[config.mk]
export PLATFORM = sky130hd
export DESIGN_NAME = seven_segment_mux
export DESIGN_NICKNAME = d
export VERILOG_FILES = /design/src/rtl/seven_segment_pkg.sv /design/src/rtl/seg_scan_timer.sv /design/src/rtl/seven_segment_mux.sv
export SDC_FILE = /design/constraint.sdc
export NUM_CORES = 1
export LEC_CHECK = 0
export BUFFER_PORTS_ARGS = -buffer_cell sky130_fd_sc_hd__buf_4
export CAP_MARGIN = 20
export CORE_AREA = 5 5 92 94
export CTS_BUF_LIST = sky130_fd_sc_hd__clkbuf_8
export CTS_CLUSTER_SIZE = 28
export DETAILED_ROUTE_END_ITERATION = 10
export DIE_AREA = 0 0 97 99
export PLACE_DENSITY_LB_ADDON = 0.08
export SYNTH_ARGS = -nofsm -noshare
export SYNTH_HDL_FRONTEND = slang
export SYNTH_SLANG_ARGS = --single-unit
export TNS_END_PERCENT = 30
[constraint.sdc]
create_clock -name HCLK -period 2.4 [get_ports HCLK]
set_clock_uncertainty 0.1 [all_clocks]
set_input_delay 0.24 -clock HCLK [delete_from_list [all_inputs] [get_ports HCLK]]
set_output_delay 0.24 -clock HCLK [all_outputs]
set_load 0.03 [all_outputs]
[src/rtl/seven_segment_pkg.sv]
// Shared constants for the seven-segment display controller: register
// offsets (word index taken from HADDR[4:2]), CTRL bit positions and the
// hex font used to turn a nibble into segment drive.
package seven_segment_pkg;

    // Register word offsets (HADDR[4:2])
    localparam logic [2:0] OFF_DIGITS = 3'd0;
    localparam logic [2:0] OFF_DPMASK = 3'd1;
    localparam logic [2:0] OFF_BLINK  = 3'd2;
    localparam logic [2:0] OFF_CTRL   = 3'd3;
    localparam logic [2:0] OFF_STATUS = 3'd4;

    // CTRL bit positions
    localparam int CTRL_EN_BIT  = 0;
    localparam int CTRL_LZB_BIT = 1;

    // STATUS field positions
    localparam int STATUS_PHASE_BIT = 8;

    localparam logic [1:0] HTRANS_IDLE = 2'b00;

    // Hex font, {A,B,C,D,E,F,G} with A in the MSB; A-F drawn as A b C d E F
    localparam logic [6:0] SEG7_FONT [16] = '{
        7'h7E, 7'h30, 7'h6D, 7'h79,
        7'h33, 7'h5B, 7'h5F, 7'h70,
        7'h7F, 7'h7B, 7'h77, 7'h1F,
        7'h4E, 7'h3D, 7'h4F, 7'h47
    };

    function automatic logic [6:0] seg7_glyph(input logic [3:0] value);
        return SEG7_FONT[value];
    endfunction

endpackage

[src/rtl/seg_scan_timer.sv]
// Scan prescaler, digit index and blink phase for the multiplexed display.
// en_i low holds every counter at zero, so re-enabling restarts the scan at
// digit 0 with the blink phase visible.
module seg_scan_timer #(
    parameter int SCAN_DIV   = 1024,
    parameter int BLINK_DIV  = 64,
    parameter int NUM_DIGITS = 4,
    parameter int IDX_W      = (NUM_DIGITS > 1) ? $clog2(NUM_DIGITS) : 1
) (
    input  logic             HCLK,
    input  logic             HRESETn,
    input  logic             en_i,
    output logic [IDX_W-1:0] digit_idx_o,
    output logic             blink_phase_o
);

    localparam int SCAN_W = $clog2(SCAN_DIV);
    localparam int WRAP_W = (BLINK_DIV > 1) ? $clog2(BLINK_DIV) : 1;

    localparam logic [SCAN_W-1:0] SCAN_LAST = SCAN_W'(SCAN_DIV - 1);
    localparam logic [IDX_W-1:0]  IDX_LAST  = IDX_W'(NUM_DIGITS - 1);
    localparam logic [WRAP_W-1:0] WRAP_LAST = WRAP_W'(BLINK_DIV - 1);

    logic [SCAN_W-1:0] scan_q,  scan_d;
    logic [IDX_W-1:0]  idx_q,   idx_d;
    logic [WRAP_W-1:0] wraps_q, wraps_d;
    logic              phase_q, phase_d;

    // Next-state: prescale, advance digit on terminal count, toggle phase after BLINK_DIV wraps
    always_comb begin
        scan_d  = scan_q;
        idx_d   = idx_q;
        wraps_d = wraps_q;
        phase_d = phase_q;
        if (!en_i) begin
            scan_d  = '0;
            idx_d   = '0;
            wraps_d = '0;
            phase_d = 1'b0;
        end else if (scan_q == SCAN_LAST) begin
            scan_d = '0;
            if (idx_q == IDX_LAST) begin
                idx_d = '0;
                if (wraps_q == WRAP_LAST) begin
                    wraps_d = '0;
                    phase_d = ~phase_q;
                end else begin
                    wraps_d = wraps_q + WRAP_W'(1);
                end
            end else begin
                idx_d = idx_q + IDX_W'(1);
            end
        end else begin
            scan_d = scan_q + SCAN_W'(1);
        end
    end

    // Counter state registers
    always_ff @(posedge HCLK or negedge HRESETn) begin
        if (!HRESETn) begin
            scan_q  <= '0;
            idx_q   <= '0;
            wraps_q <= '0;
            phase_q <= 1'b0;
        end else begin
            scan_q  <= scan_d;
            idx_q   <= idx_d;
            wraps_q <= wraps_d;
            phase_q <= phase_d;
        end
    end

    assign digit_idx_o   = idx_q;
    assign blink_phase_o = phase_q;

endmodule

[src/rtl/seven_segment_mux.sv]
// AHB-Lite slave driving a multiplexed common-anode seven-segment display.
// Holds the register file, blanking logic and registered pad outputs; the
// scan/blink timing lives in seg_scan_timer.
module seven_segment_mux
    import seven_segment_pkg::*;
#(
    parameter int NUM_DIGITS = 4,
    parameter int SCAN_DIV   = 1024,
    parameter int BLINK_DIV  = 64
) (
    input  logic                  HCLK,
    input  logic                  HRESETn,
    input  logic                  HSEL,
    input  logic                  HREADY,
    input  logic                  HWRITE,
    input  logic [1:0]            HTRANS,
    input  logic [2:0]            HSIZE,
    input  logic [31:0]           HADDR,
    input  logic [31:0]           HWDATA,
    output logic [31:0]           HRDATA,
    output logic                  HREADYOUT,
    output logic                  SegA,
    output logic                  SegB,
    output logic                  SegC,
    output logic                  SegD,
    output logic                  SegE,
    output logic                  SegF,
    output logic                  SegG,
    output logic                  DP,
    output logic [NUM_DIGITS-1:0] nDigit
);

    localparam int IDX_W = (NUM_DIGITS > 1) ? $clog2(NUM_DIGITS) : 1;
    localparam int DIG_W = 4 * NUM_DIGITS;

    // Bus phase state
    logic       dphase_wr_q;
    logic [2:0] addr_q;
    logic       accept_s;

    // Register file
    logic [DIG_W-1:0]      digits_q, digits_d;
    logic [NUM_DIGITS-1:0] dpmask_q, dpmask_d;
    logic [NUM_DIGITS-1:0] blink_q,  blink_d;
    logic                  ctrl_en_q, ctrl_en_d;
    logic                  ctrl_lzb_q, ctrl_lzb_d;

    // Timer
    logic [IDX_W-1:0] digit_idx_s;
    logic             blink_phase_s;
    logic             timer_en_s;

    // Display path
    logic [31:0]           digits_ext_s;
    logic [7:0]            dp_ext_s;
    logic [7:0]            blink_ext_s;
    logic [7:0]            lzb_blank_s;
    logic                  zero_run_s;
    logic [2:0]            idx3_s;
    logic [3:0]            nibble_s;
    logic                  blank_s;
    logic [6:0]            seg_d, seg_q;
    logic                  dp_d, dp_q;
    logic [NUM_DIGITS-1:0] ndigit_d, ndigit_q;

    // Inputs that carry no information for this slave
    logic unused_s;
    assign unused_s = ^{HSIZE, HADDR[31:5], HADDR[1:0], HWDATA};

    assign accept_s  = HSEL && HREADY && (HTRANS != HTRANS_IDLE);
    assign HREADYOUT = 1'b1;

    // Address phase capture; a data-phase write is pending for one cycle
    always_ff @(posedge HCLK or negedge HRESETn) begin
        if (!HRESETn) begin
            dphase_wr_q <= 1'b0;
            addr_q      <= 3'd0;
        end else if (HREADY) begin
            dphase_wr_q <= accept_s && HWRITE;
            addr_q      <= accept_s ? HADDR[4:2] : addr_q;
        end else begin
            dphase_wr_q <= dphase_wr_q;
            addr_q      <= addr_q;
        end
    end

    // Register write decode at the end of the data phase; STATUS and holes ignore writes
    always_comb begin
        digits_d   = digits_q;
        dpmask_d   = dpmask_q;
        blink_d    = blink_q;
        ctrl_en_d  = ctrl_en_q;
        ctrl_lzb_d = ctrl_lzb_q;
        if (dphase_wr_q) begin
            case (addr_q)
                OFF_DIGITS: digits_d = HWDATA[DIG_W-1:0];
                OFF_DPMASK: dpmask_d = HWDATA[NUM_DIGITS-1:0];
                OFF_BLINK:  blink_d  = HWDATA[NUM_DIGITS-1:0];
                OFF_CTRL: begin
                    ctrl_en_d  = HWDATA[CTRL_EN_BIT];
                    ctrl_lzb_d = HWDATA[CTRL_LZB_BIT];
                end
                default: begin
                    digits_d = digits_q;
                end
            endcase
        end else begin
            digits_d = digits_q;
        end
    end

    // Register file state
    always_ff @(posedge HCLK or negedge HRESETn) begin
        if (!HRESETn) begin
            digits_q   <= '0;
            dpmask_q   <= '0;
            blink_q    <= '0;
            ctrl_en_q  <= 1'b1;
            ctrl_lzb_q <= 1'b0;
        end else begin
            digits_q   <= digits_d;
            dpmask_q   <= dpmask_d;
            blink_q    <= blink_d;
            ctrl_en_q  <= ctrl_en_d;
            ctrl_lzb_q <= ctrl_lzb_d;
        end
    end

    // Timer runs only when EN is set both now and after this cycle's write,
    // so a disable landing on a terminal count still clears the counters.
    assign timer_en_s = ctrl_en_q && ctrl_en_d;

    seg_scan_timer #(
        .SCAN_DIV   (SCAN_DIV),
        .BLINK_DIV  (BLINK_DIV),
        .NUM_DIGITS (NUM_DIGITS),
        .IDX_W      (IDX_W)
    ) u_timer (
        .HCLK          (HCLK),
        .HRESETn       (HRESETn),
        .en_i          (timer_en_s),
        .digit_idx_o   (digit_idx_s),
        .blink_phase_o (blink_phase_s)
    );

    // Read mux from the registered address; unmapped offsets read as zero
    always_comb begin
        HRDATA = 32'h0000_0000;
        case (addr_q)
            OFF_DIGITS: HRDATA = 32'(digits_q);
            OFF_DPMASK: HRDATA = 32'(dpmask_q);
            OFF_BLINK:  HRDATA = 32'(blink_q);
            OFF_CTRL: begin
                HRDATA[CTRL_EN_BIT]  = ctrl_en_q;
                HRDATA[CTRL_LZB_BIT] = ctrl_lzb_q;
            end
            OFF_STATUS: begin
                HRDATA[2:0]              = 3'(digit_idx_s);
                HRDATA[STATUS_PHASE_BIT] = blink_phase_s;
            end
            default: HRDATA = 32'h0000_0000;
        endcase
    end

    // Blanking decision and glyph selection for the active digit
    always_comb begin
        digits_ext_s = 32'(digits_q);
        dp_ext_s     = 8'(dpmask_q);
        blink_ext_s  = 8'(blink_q);
        idx3_s       = 3'(digit_idx_s);
        nibble_s     = digits_ext_s[{idx3_s, 2'b00} +: 4];
        lzb_blank_s  = 8'h00;
        zero_run_s   = 1'b1;
        // Walk from the most significant digit down: a digit is a leading
        // zero while it and everything above it is 0 with no decimal point.
        for (int i = NUM_DIGITS - 1; i >= 0; i--) begin
            zero_run_s     = zero_run_s && (digits_q[4*i +: 4] == 4'h0) && !dpmask_q[i];
            lzb_blank_s[i] = zero_run_s && (i != 0);
        end
        blank_s = !ctrl_en_q
               || (blink_ext_s[idx3_s] && blink_phase_s)
               || (ctrl_lzb_q && lzb_blank_s[idx3_s]);
        if (blank_s) begin
            ndigit_d = '1;
            seg_d    = 7'h00;
            dp_d     = 1'b0;
        end else begin
            ndigit_d = ~(NUM_DIGITS'(1'b1) << digit_idx_s);
            seg_d    = seg7_glyph(nibble_s);
            dp_d     = dp_ext_s[idx3_s];
        end
    end

    // Registered pad drive
    always_ff @(posedge HCLK or negedge HRESETn) begin
        if (!HRESETn) begin
            ndigit_q <= '1;
            seg_q    <= 7'h00;
            dp_q     <= 1'b0;
        end else begin
            ndigit_q <= ndigit_d;
            seg_q    <= seg_d;
            dp_q     <= dp_d;
        end
    end

    assign {SegA, SegB, SegC, SegD, SegE, SegF, SegG} = seg_q;
    assign DP     = dp_q;
    assign nDigit = ndigit_q;

endmodule

==> qor.csv, run 1 <==
stage,metric,value,unit
finish,highest-count cells in the layout ignoring fill and taps,"sky130_fd_sc_hd__buf_4 (57), sky130_fd_sc_hd__dfrtp_1 (55), sky130_fd_sc_hd__nor2_1 (25)",
setup_path,nature of the critical path endpoint,register,
run,number of maximum-capacitance violations,0,
finish,filler instances,650,
global_routing,pin count of the biggest net entering global routing,62,
timing,minimum period implied by the final worst setup slack,2.208,ns
min_path,HP Class,input port to register,
routing,total wirelength of the detailed-routed design,6975,um
setup_path,RR Endpoint,seg_q[3],
outcome,run status,completed,
timing,share of the clock period used by the worst path,92.01,%
floorplan,die extent in x,97,um
place,weighted congestion at the end of routability-driven global placement,0.8119,
synthesis,fraction of registers with async set/reset,100.0,%
setup_path,critical-path cell list,mux4_2 -> inv_1 -> ha_1 -> or2_0 -> a21oi_1 -> a31oi_1 -> nor2_1,
floorplan,die area,9603,um2
timing,slew of the pin with the lowest slew margin,0.7702,ns
synthesis,count of distinct cell types in the synthesized netlist,50,
floorplan,Initial Util,43.67,%
timing,Fmax,452.8,MHz
timing,final setup vio count,0,
routing,residual antenna-violating net count after detailed routing,0,
floorplan,number of placed I/O pins,119,
setup_path,worst-case register-to-register setup slack,0.19,ns
routing,drt pass-1 iters,4,
global_routing,vias in the first global route,2360,
clock_network,post-CTS setup buffer count,0,
global_routing,first-pass GRT wire length,11860,um
power_and_ir_drop,highest ir drop seen on vdd,0.5591,mV
floorplan,core box area,7567,um2
timing,number of pins with negative max-slew slack in the final report,0,
synthesis,synthesis-stage register bit count,61,
setup_path,kind of cell with the highest combined delay on the critical path,multiplexers,
setup_path,Worst Setup Start Kind,register,
timing,final setup slack of the worst path,0.1917,ns
setup_path,crit path capture,seg_q[3],
clock_network,number of H-tree branching levels,3,
synthesis,Post-synth top flop,sky130_fd_sc_hd__dfrtp_1,
place,Detail Placement HPWL,4976,um
synthesis,number of enable-type register cells in the synthesized netlist,0,
place,dpl cells,432,
synthesis,share of the yosys chip area belonging to registers,46.38,%
finish,antenna diode count,0,
synthesis,Post-Synthesis Mean Instance Area,11.64,um2
place,Setup Slack @ Placement,0.2176,ns
clock_network,clock-pin slew on the worst setup and hold paths,0.07,ns
setup_path,required time worst endpoint,2.51,ns
routing,violation count after the first detailed-routing iteration,57,
setup_path,beginning of the worst register-to-register path,u_timer.digit_idx_o[0],
setup_path,type of the worst setup path,register to register,
synthesis,ranking of synthesized cells by area,"sky130_fd_sc_hd__dfrtp_1 (42%), sky130_fd_sc_hd__mux2_1 (8.2%), sky130_fd_sc_hd__mux4_2 (5.5%)",
synthesis,synthesis warning total,0,
finish,Synth-to-Final Area Change,23.36,%
place,count of buffers from port buffering,53,
global_routing,number of antenna violations at the first check in global routing,0,
power_and_ir_drop,static leakage,1.856,nW
setup_path,critical path buffer and inverter count,1,
setup_path,critical path depth,7,
power_and_ir_drop,power per standard cell area,1083,nW/um2
timing,RSZ-0062 raised after global routing,no,
finish,non-filler instance count after layout,459,
synthesis,cell taking the most area after synthesis,sky130_fd_sc_hd__dfrtp_1,
clock_network,number of buffers added by the clock tree synthesis step,9,
global_routing,gr usage total,15.32,%
global_routing,final global-route overflow total,0,
finish,Final Util,53.87,%
timing,final-report hold violation count,0,
clock_network,clock tree from TritonCTS,built,
clock_network,clock latency on the worst-skew pair,0.35,ns
synthesis,share of Yosys cell area claimed by the top area cell type,42.41,%
routing,vias per std cell,4.976,
timing,Slew HR,48.65,%
timing,setup TNS after final layout,0,ns
synthesis,synthesized instance count,284,
clock_network,Clock Tree Root,sky130_fd_sc_hd__clkbuf_8,
setup_path,largest incremental delay on the critical path,0.62,ns
setup_path,cell count of the worst reg-to-reg path,7,
finish,fraction of final layout cells with drive strength greater than 1,28.85,%
finish,Final Net Count,437,
routing,drt wl/cell,15.20,um
floorplan,number of placement rows,32,
setup_path,Slowest cell on crit path,sky130_fd_sc_hd__mux4_2,
setup_path,arrival time at the worst endpoint,2.31,ns
floorplan,floorplan die height,99,um
setup_path,critical-path maximum fanout,7,
routing,total via count in the routed design,2284,
clock_network,sink count of the clock tree,61,
synthesis,netlist area before placement,3304,um2
setup_path,critical path startpoint,u_timer.digit_idx_o[0],
finish,"commonest non-fill, non-tap cell in the layout",sky130_fd_sc_hd__buf_4,
clock_network,maximum count of clock buffers along a single path,2,
routing,remaining design rule violation count,0,
[flip-flops by register name, summed over array words and instances, names as in the netlist]
name,flops
ctrl_en_q,1
nDigit,4
u_timer.scan_q,10
u_timer.wraps_q,6
ctrl_lzb_q,1
DP,1
seg_q,7
dpmask_q,4
u_timer.digit_idx_o,2
digits_q,16
blink_q,4
addr_q,3
u_timer.blink_phase_o,1
dphase_wr_q,1
[synthesized netlist by cell type, types with 2 or more instances]
| cell | instances |
|---|---|
| sky130_fd_sc_hd__a21oi_1 | 9 |
| sky130_fd_sc_hd__a221oi_2 | 3 |
| sky130_fd_sc_hd__and2_1 | 16 |
| sky130_fd_sc_hd__and3_1 | 3 |
| sky130_fd_sc_hd__buf_2 | 4 |
| sky130_fd_sc_hd__buf_4 | 18 |
| sky130_fd_sc_hd__buf_6 | 2 |
| sky130_fd_sc_hd__conb_1 | 2 |
| sky130_fd_sc_hd__dfrtp_1 | 56 |
| sky130_fd_sc_hd__dfstp_2 | 5 |
| sky130_fd_sc_hd__ha_1 | 11 |
| sky130_fd_sc_hd__inv_1 | 7 |
| sky130_fd_sc_hd__mux2_1 | 24 |
| sky130_fd_sc_hd__mux2_2 | 6 |
| sky130_fd_sc_hd__mux2i_1 | 7 |
| sky130_fd_sc_hd__mux4_2 | 8 |
| sky130_fd_sc_hd__nand2_1 | 17 |
| sky130_fd_sc_hd__nand2b_1 | 2 |
| sky130_fd_sc_hd__nand3_1 | 4 |
| sky130_fd_sc_hd__nand4_1 | 5 |
| sky130_fd_sc_hd__nor2_1 | 25 |
| sky130_fd_sc_hd__nor2b_1 | 2 |
| sky130_fd_sc_hd__nor3_1 | 4 |
| sky130_fd_sc_hd__nor4b_2 | 2 |
| sky130_fd_sc_hd__o21a_1 | 2 |
| sky130_fd_sc_hd__o21ai_0 | 4 |
| sky130_fd_sc_hd__o22ai_1 | 2 |
| sky130_fd_sc_hd__o41ai_1 | 2 |
| sky130_fd_sc_hd__or3_1 | 2 |
| sky130_fd_sc_hd__xnor2_1 | 5 |
| sky130_fd_sc_hd__xor2_1 | 6 |
[logic make-up after synthesis]
logic type | count (synthesis) | synth area share [%]
AOI/OAI and AO/OA | 32 | 7.876
xor gates and xnor gates | 11 | 2.915
adders and majority gates | 11 | 4.165
buffers and inverters | 34 | 6.550
DFF | 61 | 46.38
muxes | 45 | 17.80
other | 2 | 0.2273
and+or+nand+nor | 88 | 14.09
[metal layers]
metal	wire, um	part of all wire (%)	up-vias	global-route usage (%)
met5	0	0	-	0
met4	46	0.66	0	4.644
met3	405	5.8	6	5.237
met2	3328	48	65	24.68
met1	3194	46	1112	19.57
li1	-	-	1101	-
[per-stage QoR]
step           power (mW)  hold slack [ns]  area, um2
6_report            4.414          0.01595       4076
5_1_grt             4.700          0.01293       4076
4_1_cts             4.456         0.001158       4075
3_5_place_dp        3.369           0.2673       3731
3_3_place_gp        3.346           0.2718       3731
2_1_floorplan       2.862          -0.1556       3361
[worst min path at each step]
stage | startpoint | cells after the start | to | slack, ns
finish | HWDATA[12] | 2 | digits_q[12] | 0.02
global route | HWDATA[12] | 2 | digits_q[12] | 0.01
CTS | HWDATA[12] | 2 | digits_q[12] | 0.001
detailed placement | HRESETn | 1 | u_timer.scan_q[0] | 0.27
global placement | HRESETn | 1 | u_timer.scan_q[5] | 0.27
floorplan | HRESETn | 0 | DP | -0.16
[power breakdown]
group	internal [mW]	switching [mW]	leakage [nW]	total, mW
sequential	1.38	0.328	0.764	1.71
combinational	0.733	0.915	0.984	1.65
clock	0.641	0.419	0.108	1.06
total	2.75	1.66	1.86	4.41
[area by class of cell]
cell class | count | area [um2] | area share [%]
Sequential cell | 61 | 1534 | 37.63
Multi-Input combinational cell | 204 | 1612 | 39.53
Tap cell | 102 | 127.6 | 3.131
Inverter | 8 | 31.28 | 0.7673
Clock inverter | 5 | 82.58 | 2.026
Clock buffer | 11 | 151.4 | 3.714
Timing Repair Buffer | 68 | 538.0 | 13.20
[repair_timing]
item	in CTS	in global routing
hold buffers	11	0
gates resized for setup	0	1
setup endpoints to repair	0	2
endpoints found under the hold margin	66	0
Power figures use the tool's default switching activity.
==> inputs of run 2 (changes only) <==
Settings changed: ABC_AREA set to 1, CORE_AREA 5 5 92 94 to 5 5 94 96, DIE_AREA 0 0 97 99 to 0 0 99 101.
==> run 2 against run 1 <==
Net effect: register-to-register slack improved by 0.34 ns; synthesized area is 5.5% higher; critical endpoint is now HRDATA[8]; critical path depth down 2; die area rose by 4.1%.
==> qor.csv, run 2 <==
stage,metric,value,unit,change
timing,final setup vio count,0,,unchanged
finish,non-filler instance count after layout,631,,was 459
synthesis,Post-synth top flop,sky130_fd_sc_hd__dfrtp_1,,unchanged
global_routing,first-pass GRT wire length,13200,um,was 11860 um
setup_path,Worst Setup Start Kind,register,,unchanged
clock_network,clock latency on the worst-skew pair,0.34,ns,was 0.35 ns
timing,number of pins with negative max-slew slack in the final report,0,,unchanged
timing,final hold slack,0.04455,ns,was 0.01595 ns
finish,antenna diode count,0,,unchanged
clock_network,hold buffer count at CTS,2,,was 11
routing,total via count in the routed design,2996,,was 2284
floorplan,number of placed I/O pins,119,,unchanged
synthesis,Post-Synthesis Mean Instance Area,7.510,um2,was 11.64 um2
synthesis,fraction of the mapped netlist area in adder cells,3.950,%,was 4.165%
timing,slew of the pin with the lowest slew margin,0.7592,ns,was 0.7702 ns
synthesis,ranking of synthesized cells by area,"sky130_fd_sc_hd__dfrtp_1 (40%), sky130_fd_sc_hd__nand2_1 (14%), sky130_fd_sc_hd__nor2_1 (6.9%)",,"was sky130_fd_sc_hd__dfrtp_1 (42%), sky130_fd_sc_hd__mux2_1 (8.2%), sky130_fd_sc_hd__mux4_2 (5.5%)"
timing,RSZ-0062 raised after global routing,no,,unchanged
finish,register with the most flip-flops,digits_q,,unchanged
setup_path,nature of the critical path endpoint,output port,,was register
power_and_ir_drop,power per standard cell area,970.8,nW/um2,was 1083 nW/um2
global_routing,vias in the first global route,2864,,was 2360
clock_network,clock tree from TritonCTS,built,,unchanged
synthesis,cell taking the most area after synthesis,sky130_fd_sc_hd__dfrtp_1,,unchanged
setup_path,RR Endpoint,seg_q[1],,was seg_q[3]
synthesis,"post-synthesis share of cell area spent on and, or, nand and nor gates",31.35,%,was 14.09%
routing,violation count after the first detailed-routing iteration,125,,was 57
floorplan,floorplan die height,101,um,was 99 um
place,weighted congestion at the end of routability-driven global placement,0.8659,,was 0.8119
timing,minimum period implied by the final worst setup slack,1.963,ns,was 2.208 ns
clock_network,maximum count of clock buffers along a single path,2,,unchanged
min_path,Min-Delay Path Depth,3,,was 2
finish,filler instances,803,,was 650
synthesis,library cell with the highest instance count after synthesis,sky130_fd_sc_hd__nand2_1,,was sky130_fd_sc_hd__dfrtp_1
finish,fraction of final layout cells with drive strength greater than 1,17.87,%,was 28.85%
global_routing,number of antenna violations at the first check in global routing,0,,unchanged
timing,final setup slack of the worst path,0.4374,ns,was 0.1917 ns
finish,"commonest non-fill, non-tap cell in the layout",sky130_fd_sc_hd__nand2_1,,was sky130_fd_sc_hd__buf_4
clock_network,number of buffers added by the clock tree synthesis step,9,,unchanged
timing,share of the clock period used by the worst path,81.78,%,was 92.01%
clock_network,post-CTS setup buffer count,0,,unchanged
floorplan,core box area,7969,um2,was 7567 um2
finish,number of flip-flops in the largest register,16,,unchanged
floorplan,die area,9999,um2,was 9603 um2
clock_network,Clock Tree Root,sky130_fd_sc_hd__clkbuf_8,,unchanged
synthesis,share of the yosys chip area belonging to registers,43.99,%,was 46.38%
min_path,Min-Delay Startpoint,HWDATA[9],,was HWDATA[12]
clock_network,"Gates resized, CTS repair",0,,unchanged
floorplan,die extent in x,99,um,was 97 um
place,dpl cells,613,,was 432
place,count of buffers from port buffering,53,,unchanged
synthesis,synthesized instance count,464,,was 284
routing,remaining design rule violation count,0,,unchanged
synthesis,number of enable-type register cells in the synthesized netlist,0,,unchanged
finish,"Non-Filler Cell Area, Final",4126,um2,was 4076 um2
routing,total wirelength of the detailed-routed design,7928,um,was 6975 um
clock_network,clock-pin slew on the worst setup and hold paths,0.07,ns,about the same
setup_path,worst-case register-to-register setup slack,0.53,ns,was 0.19 ns
finish,Synth-to-Final Area Change,18.42,%,was 23.36%
finish,highest-count cells in the layout ignoring fill and taps,"sky130_fd_sc_hd__nand2_1 (128), sky130_fd_sc_hd__nor2_1 (64), sky130_fd_sc_hd__dfrtp_1 (56), sky130_fd_sc_hd__buf_4 (56), sky130_fd_sc_hd__inv_1 (47)",,"was sky130_fd_sc_hd__buf_4 (57), sky130_fd_sc_hd__dfrtp_1 (55), sky130_fd_sc_hd__nor2_1 (25)"
routing,drt pass-1 iters,4,,unchanged
routing,vias per std cell,4.748,,was 4.976
setup_path,critical-path maximum fanout,12,,was 7
clock_network,sink count of the clock tree,61,,unchanged
outcome,run status,completed,,unchanged
setup_path,cell count of the worst reg-to-reg path,11,,was 7
min_path,hold endpoint,digits_q[9],,was digits_q[12]
finish,Top Registers,"digits_q: 16 flops, u_timer.scan_q: 10 flops, seg_q: 7 flops",,unchanged
synthesis,fraction of registers with async set/reset,100.0,%,unchanged
timing,Fmax,509.5,MHz,was 452.8 MHz
synthesis,share of Yosys cell area claimed by the top area cell type,40.22,%,was 42.41%
finish,Final Net Count,606,,was 437
synthesis,main combinational cell family by area after synthesis,simple AND/OR/NAND/NOR gates,,was multiplexers
synthesis,count of distinct cell types in the synthesized netlist,33,,was 50
synthesis,synthesis warning total,0,,unchanged
global_routing,final global-route overflow total,0,,unchanged
synthesis,netlist area before placement,3485,um2,was 3304 um2
timing,setup TNS after final layout,0,ns,unchanged
synthesis,proportion of synthesized area in mux cells,0,%,was 17.80%
power_and_ir_drop,highest ir drop seen on vdd,0.5014,mV,was 0.5591 mV
synthesis,Compound-Gate Fraction of Synth Area,8.438,%,was 7.876%
synthesis,synthesis-stage register bit count,61,,unchanged
place,Post-DP Area,3896,um2,was 3731 um2
power_and_ir_drop,static leakage,2.202,nW,was 1.856 nW
synthesis,Commonest cells post-synth,"sky130_fd_sc_hd__nand2_1 (128), sky130_fd_sc_hd__nor2_1 (64), sky130_fd_sc_hd__dfrtp_1 (56), sky130_fd_sc_hd__inv_1 (47), sky130_fd_sc_hd__nand3_1 (35)",,"was sky130_fd_sc_hd__dfrtp_1 (56), sky130_fd_sc_hd__nor2_1 (25), sky130_fd_sc_hd__mux2_1 (24), sky130_fd_sc_hd__buf_4 (18), sky130_fd_sc_hd__nand2_1 (17)"
place,Detail Placement HPWL,5636,um,was 4976 um
setup_path,beginning of the worst register-to-register path,u_timer.digit_idx_o[0],,unchanged
timing,final-report hold violation count,0,,unchanged
setup_path,arrival time at the worst endpoint,1.62,ns,was 2.31 ns
synthesis,synthesized-area fraction occupied by xor and xnor cells,0.7540,%,was 2.916%
setup_path,required time worst endpoint,2.06,ns,was 2.51 ns
floorplan,Initial Util,43.73,%,was 43.67%
run,number of maximum-capacitance violations,0,,unchanged
global_routing,gr usage total,16.50,%,was 15.32%
clock_network,number of H-tree branching levels,3,,unchanged
floorplan,number of placement rows,33,,was 32
routing,residual antenna-violating net count after detailed routing,0,,unchanged
place,Setup Slack @ Placement,0.5479,ns,was 0.2176 ns
timing,Slew HR,49.38,%,was 48.65%
min_path,HP Class,input port to register,,unchanged
routing,drt wl/cell,12.56,um,was 15.20 um
setup_path,type of the worst setup path,register to output port,,was register to register
global_routing,pin count of the biggest net entering global routing,62,,unchanged
run 2: cell type report:
| cell class | instances | area (um2) | area share [%] |
|---|---|---|---|
| multi-input cells | 339 | 1614 | 39.11 |
| flip-flops and latches | 61 | 1533 | 37.14 |
| repair buffers | 58 | 440.4 | 10.67 |
| inverters | 52 | 197.7 | 4.791 |
| clock buffers | 12 | 165.2 | 4.002 |
| well taps | 105 | 131.4 | 3.184 |
| clock inverters | 4 | 45.04 | 1.092 |
run 2: power by group:
part           switching, mW  total [mW]  internal [mW]
Sequential             0.233        1.57           1.34
Clock                  0.410       0.970          0.559
Combinational          0.963        1.46          0.500
Total                   1.61        4.01           2.40
run 2: worst max-delay path, cell delays in order (launching register included):
cell and delay (ns):
sky130_fd_sc_hd__dfrtp_1 0.43, sky130_fd_sc_hd__nor2_1 0.15, sky130_fd_sc_hd__nand2_1 0.11, sky130_fd_sc_hd__buf_4 0.20, sky130_fd_sc_hd__o22ai_1 0.20, sky130_fd_sc_hd__buf_4 0.20
run 2: per-stage QoR:
stage / power, mW / utilization (%)
after floorplan: 2.617 / -
after global placement: 3.047 / 48.89
after detailed placement: 3.061 / 48.89
after CTS: 4.051 / 51.78
after global routing: 4.321 / 51.78
final: 4.006 / 51.78
run 2: how the worst max path moves through the flow:
stage | slack [ns] | depth (start not counted) | endpoint | startpoint
after global placement | 0.56 | 11 | seg_q[3] | u_timer.digit_idx_o[0]
after global routing | 0.28 | 11 | seg_q[3] | u_timer.digit_idx_o[0]
after floorplan | 0.70 | 11 | seg_q[3] | u_timer.digit_idx_o[0]
final | 0.44 | 5 | HRDATA[8] | addr_q[0]
after CTS | 0.42 | 5 | HRDATA[8] | addr_q[0]
after detailed placement | 0.55 | 11 | seg_q[3] | u_timer.digit_idx_o[0]
run 2: logic make-up after synthesis:
logic type,count (synthesis)
flip-flops,61
XOR/XNOR,3
AND/OR/NAND/NOR,252
other,2
buffers and inverters,79
adder cells (fa/ha/maj),11
AO/OA/AOI/OAI,56
run 2: metal layers:
layer	vias up	part of all wire (%)	track usage, %
li1	1545	-	-
met1	1363	49	22.41
met2	76	44	25.31
met3	12	4.6	3.806
met4	0	1.9	7.038
met5	-	0	0
==> inputs of run 3 (changes only) <==
Clock period 2.4 ns to 1.8 ns, I/O delays scaled along.
==> run 3 against run 2 <==
Net effect: power increased by 44%; first-iteration DRC count fell by 34%; count of clock-buffer cells in the layout shrank 2; register-to-register slack lost 0.46 ns; die area is the same; final area grew 16%; sequential power increased by 35%; worst hold slack lost 0.040 ns; largest power group is now combinational logic.
==> qor.csv, run 3 (synthesis gave the netlist of run 2 again) <==
stage,metric,value,unit,change
outcome,run status,completed,,unchanged
global_routing,first-pass GRT wire length,14410,um,was 13200 um
routing,remaining design rule violation count,0,,unchanged
clock_network,clock tree from TritonCTS,built,,unchanged
finish,filler instances,723,,was 803
place,dpl cells,624,,was 613
timing,setup TNS after final layout,0,ns,unchanged
clock_network,sink count of the clock tree,61,,unchanged
setup_path,Slowest cell on crit path,sky130_fd_sc_hd__dfrtp_2,,was sky130_fd_sc_hd__dfrtp_1
floorplan,number of placement rows,33,,unchanged
clock_network,clock-pin slew on the worst setup and hold paths,0.07,ns,about the same
routing,violation count after the first detailed-routing iteration,82,,was 125
power_and_ir_drop,share of power burned in the clock network,20.6,%,was 24.2%
finish,non-filler instance count after layout,671,,was 631
setup_path,critical-path maximum fanout,6,,was 12
clock_network,number of buffers added by the clock tree synthesis step,9,,unchanged
finish,Top Registers,"digits_q: 16 flops, u_timer.scan_q: 10 flops, seg_q: 7 flops",,unchanged
setup_path,nature of the critical path endpoint,output port,,unchanged
timing,final-report hold violation count,0,,unchanged
power_and_ir_drop,power per standard cell area,1205,nW/um2,was 970.8 nW/um2
power_and_ir_drop,highest ir drop seen on vdd,0.5158,mV,was 0.5014 mV
routing,drt wl/cell,12.84,um,was 12.56 um
setup_path,critical path buffer and inverter count,2,,unchanged
routing,residual antenna-violating net count after detailed routing,0,,unchanged
global_routing,pin count of the biggest net entering global routing,35,,was 62
floorplan,floorplan die height,101,um,unchanged
run,number of maximum-capacitance violations,0,,unchanged
finish,number of flip-flops in the largest register,16,,unchanged
floorplan,number of placed I/O pins,119,,unchanged
timing,final setup slack of the worst path,0.01114,ns,was 0.4374 ns
place,Post-DP Area,3991,um2,was 3896 um2
timing,Slew HR,62.39,%,was 49.38%
finish,"Non-Filler Cell Area, Final",4776,um2,was 4126 um2
finish,Synth-to-Final Area Change,37.06,%,was 18.42%
clock_network,clock latency on the worst-skew pair,0.34,ns,about the same
timing,final setup vio count,0,,unchanged
finish,"commonest non-fill, non-tap cell in the layout",sky130_fd_sc_hd__nand2_1,,unchanged
finish,Final Net Count,646,,was 606
global_routing,vias in the first global route,3193,,was 2864
timing,RSZ-0062 raised after global routing,yes,,was no
place,count of buffers from port buffering,53,,unchanged
setup_path,Worst Setup Start Kind,register,,unchanged
timing,Fmax,559.0,MHz,
floorplan,die extent in x,99,um,unchanged
floorplan,die area,9999,um2,unchanged
setup_path,arrival time at the worst endpoint,1.51,ns,was 1.62 ns
routing,total via count in the routed design,3222,,was 2996
global_routing,number of antenna violations at the first check in global routing,0,,unchanged
clock_network,number of H-tree branching levels,3,,unchanged
finish,fraction of final layout cells with drive strength greater than 1,28.98,%,was 17.87%
finish,antenna diode count,0,,unchanged
setup_path,type of the worst setup path,register to output port,,unchanged
place,Detail Placement HPWL,6015,um,was 5636 um
setup_path,largest incremental delay on the critical path,0.44,ns,was 0.43 ns
power_and_ir_drop,sw power,2.387,mW,was 1.607 mW
timing,number of pins with negative max-slew slack in the final report,0,,unchanged
timing,slew of the pin with the lowest slew margin,0.5622,ns,was 0.7592 ns
clock_network,Clock Tree Root,sky130_fd_sc_hd__clkbuf_8,,unchanged
timing,minimum period implied by the final worst setup slack,1.789,ns,
global_routing,gr usage total,17.70,%,was 16.50%
min_path,HP Class,input port to register,,unchanged
place,weighted congestion at the end of routability-driven global placement,0.8632,,was 0.8659
power_and_ir_drop,switching fraction of total power,41.47,%,was 40.10%
global_routing,final global-route overflow total,0,,unchanged
routing,total wirelength of the detailed-routed design,8613,um,was 7928 um
power_and_ir_drop,Seq pwr share,36.8,%,was 39.3%
power_and_ir_drop,static leakage,2.447,nW,was 2.202 nW
floorplan,Initial Util,43.73,%,unchanged
setup_path,required time worst endpoint,1.52,ns,was 2.06 ns
finish,register with the most flip-flops,digits_q,,unchanged
timing,share of the clock period used by the worst path,99.38,%,
finish,highest-count cells in the layout ignoring fill and taps,"sky130_fd_sc_hd__nand2_1 (119), sky130_fd_sc_hd__buf_4 (75), sky130_fd_sc_hd__nor2_1 (58)",,"was sky130_fd_sc_hd__nand2_1 (128), sky130_fd_sc_hd__nor2_1 (64), sky130_fd_sc_hd__dfrtp_1 (56), sky130_fd_sc_hd__buf_4 (56), sky130_fd_sc_hd__inv_1 (47)"
setup_path,kind of cell with the highest combined delay on the critical path,flip-flops,,unchanged
power_and_ir_drop,internal power of the cells,3.368,mW,was 2.399 mW
routing,vias per std cell,4.802,,was 4.748
clock_network,maximum count of clock buffers along a single path,2,,unchanged
setup_path,critical-path cell list,nor2_4 -> nand2_4 -> buf_8 -> o22ai_4 -> buf_6,,was nor2_1 -> nand2_1 -> buf_4 -> o22ai_1 -> buf_4
place,Setup Slack @ Placement,-0.06000,ns,was 0.5479 ns
power_and_ir_drop,relative contribution of combinational cells to total power,42.6,%,was 36.5%
routing,drt pass-1 iters,4,,unchanged
floorplan,core box area,7969,um2,unchanged
==> run 3: cell types whose count changed in the layout (fill, tap and decap cells not counted), sizes merged <==
cell / before / now
buf: 56 / 83
clkbuf: 12 / 11
clkinv: 3 / 1
dlygate4sd3: 2 / 14
inv: 52 / 56
==> run 3: worst paths after layout <==
path,slack [ns],start,end,cells after the start
max in group asynchronous,0.82,HRESETn,ctrl_en_q,3
hold reg to reg,0.35,u_timer.scan_q[0],u_timer.scan_q[0],1
min in group asynchronous,0.21,HRESETn,addr_q[2],2
hold / removal,0.005,HWDATA[7],digits_q[7],3
setup reg to reg,0.07,u_timer.digit_idx_o[0],seg_q[3],10
setup / recovery,0.01,addr_q[0],HRDATA[8],5
==> run 3: per-stage QoR <==
step                      utilization, %  total power [mW]  hold WS [ns]
after CTS                          55.30             5.400     0.0005334
final                              59.93             5.755      0.004545
after global placement             50.09             4.096       0.02095
after floorplan                        -             3.489       -0.2156
after global routing               59.93             6.212       0.01490
after detailed placement           50.09             4.136       0.02458
==> run 3: cell type report <==
type,count,area (um2),area share (%)
multi-input combinational,339,1877,39.30
sequential,61,1538,32.20
timing repair buffer,98,839.6,17.58
clock inverter,6,50.05,1.048
tap,105,131.4,2.751
clock buffer,10,137.6,2.882
inverter,52,202.7,4.244
==> run 3: per-layer routing <==
| metal | GRT usage, % | vias up | share of wire, % |
|---|---|---|---|
| met5 | 0 | - | 0 |
| met4 | 7.458 | 0 | 2.6 |
| met3 | 4.221 | 23 | 4.8 |
| met2 | 28.77 | 82 | 47 |
| met1 | 22.61 | 1491 | 46 |
| li1 | - | 1626 | - |
==> run 3: power groups by stage <==
stage               sequential [mW]  clock [mW]  combinational (mW)
global placement               2.12           0                1.98
detailed placement             2.13           0                2.00
CTS                            2.10        1.21                2.09
finish                         2.12        1.19                2.45
floorplan                      2.18           0                1.31
global route                   2.17        1.29                2.75
==> run 3: timing repair <==
item / CTS / global route
endpoints found under the hold margin: 39 / 0
buffers inserted: 5 / 11
pin swaps: 1 / 19
hold buffers: 14 / 0
resized for setup: 9 / 63
endpoints found under the setup margin: 8 / 45
gates cloned: 0 / 1
==> run 3: worst register-to-register path: stages (launching register included) <==
cell,delay [ns]
sky130_fd_sc_hd__dfrtp_2,0.45
sky130_fd_sc_hd__buf_12,0.15
sky130_fd_sc_hd__buf_4,0.14
sky130_fd_sc_hd__nand2_2,0.05
sky130_fd_sc_hd__nand3_2,0.06
sky130_fd_sc_hd__nand2_2,0.16
sky130_fd_sc_hd__ha_4,0.24
sky130_fd_sc_hd__nand3_4,0.09
sky130_fd_sc_hd__nand3_2,0.07
sky130_fd_sc_hd__nand2_1,0.06
sky130_fd_sc_hd__nor2_1,0.03
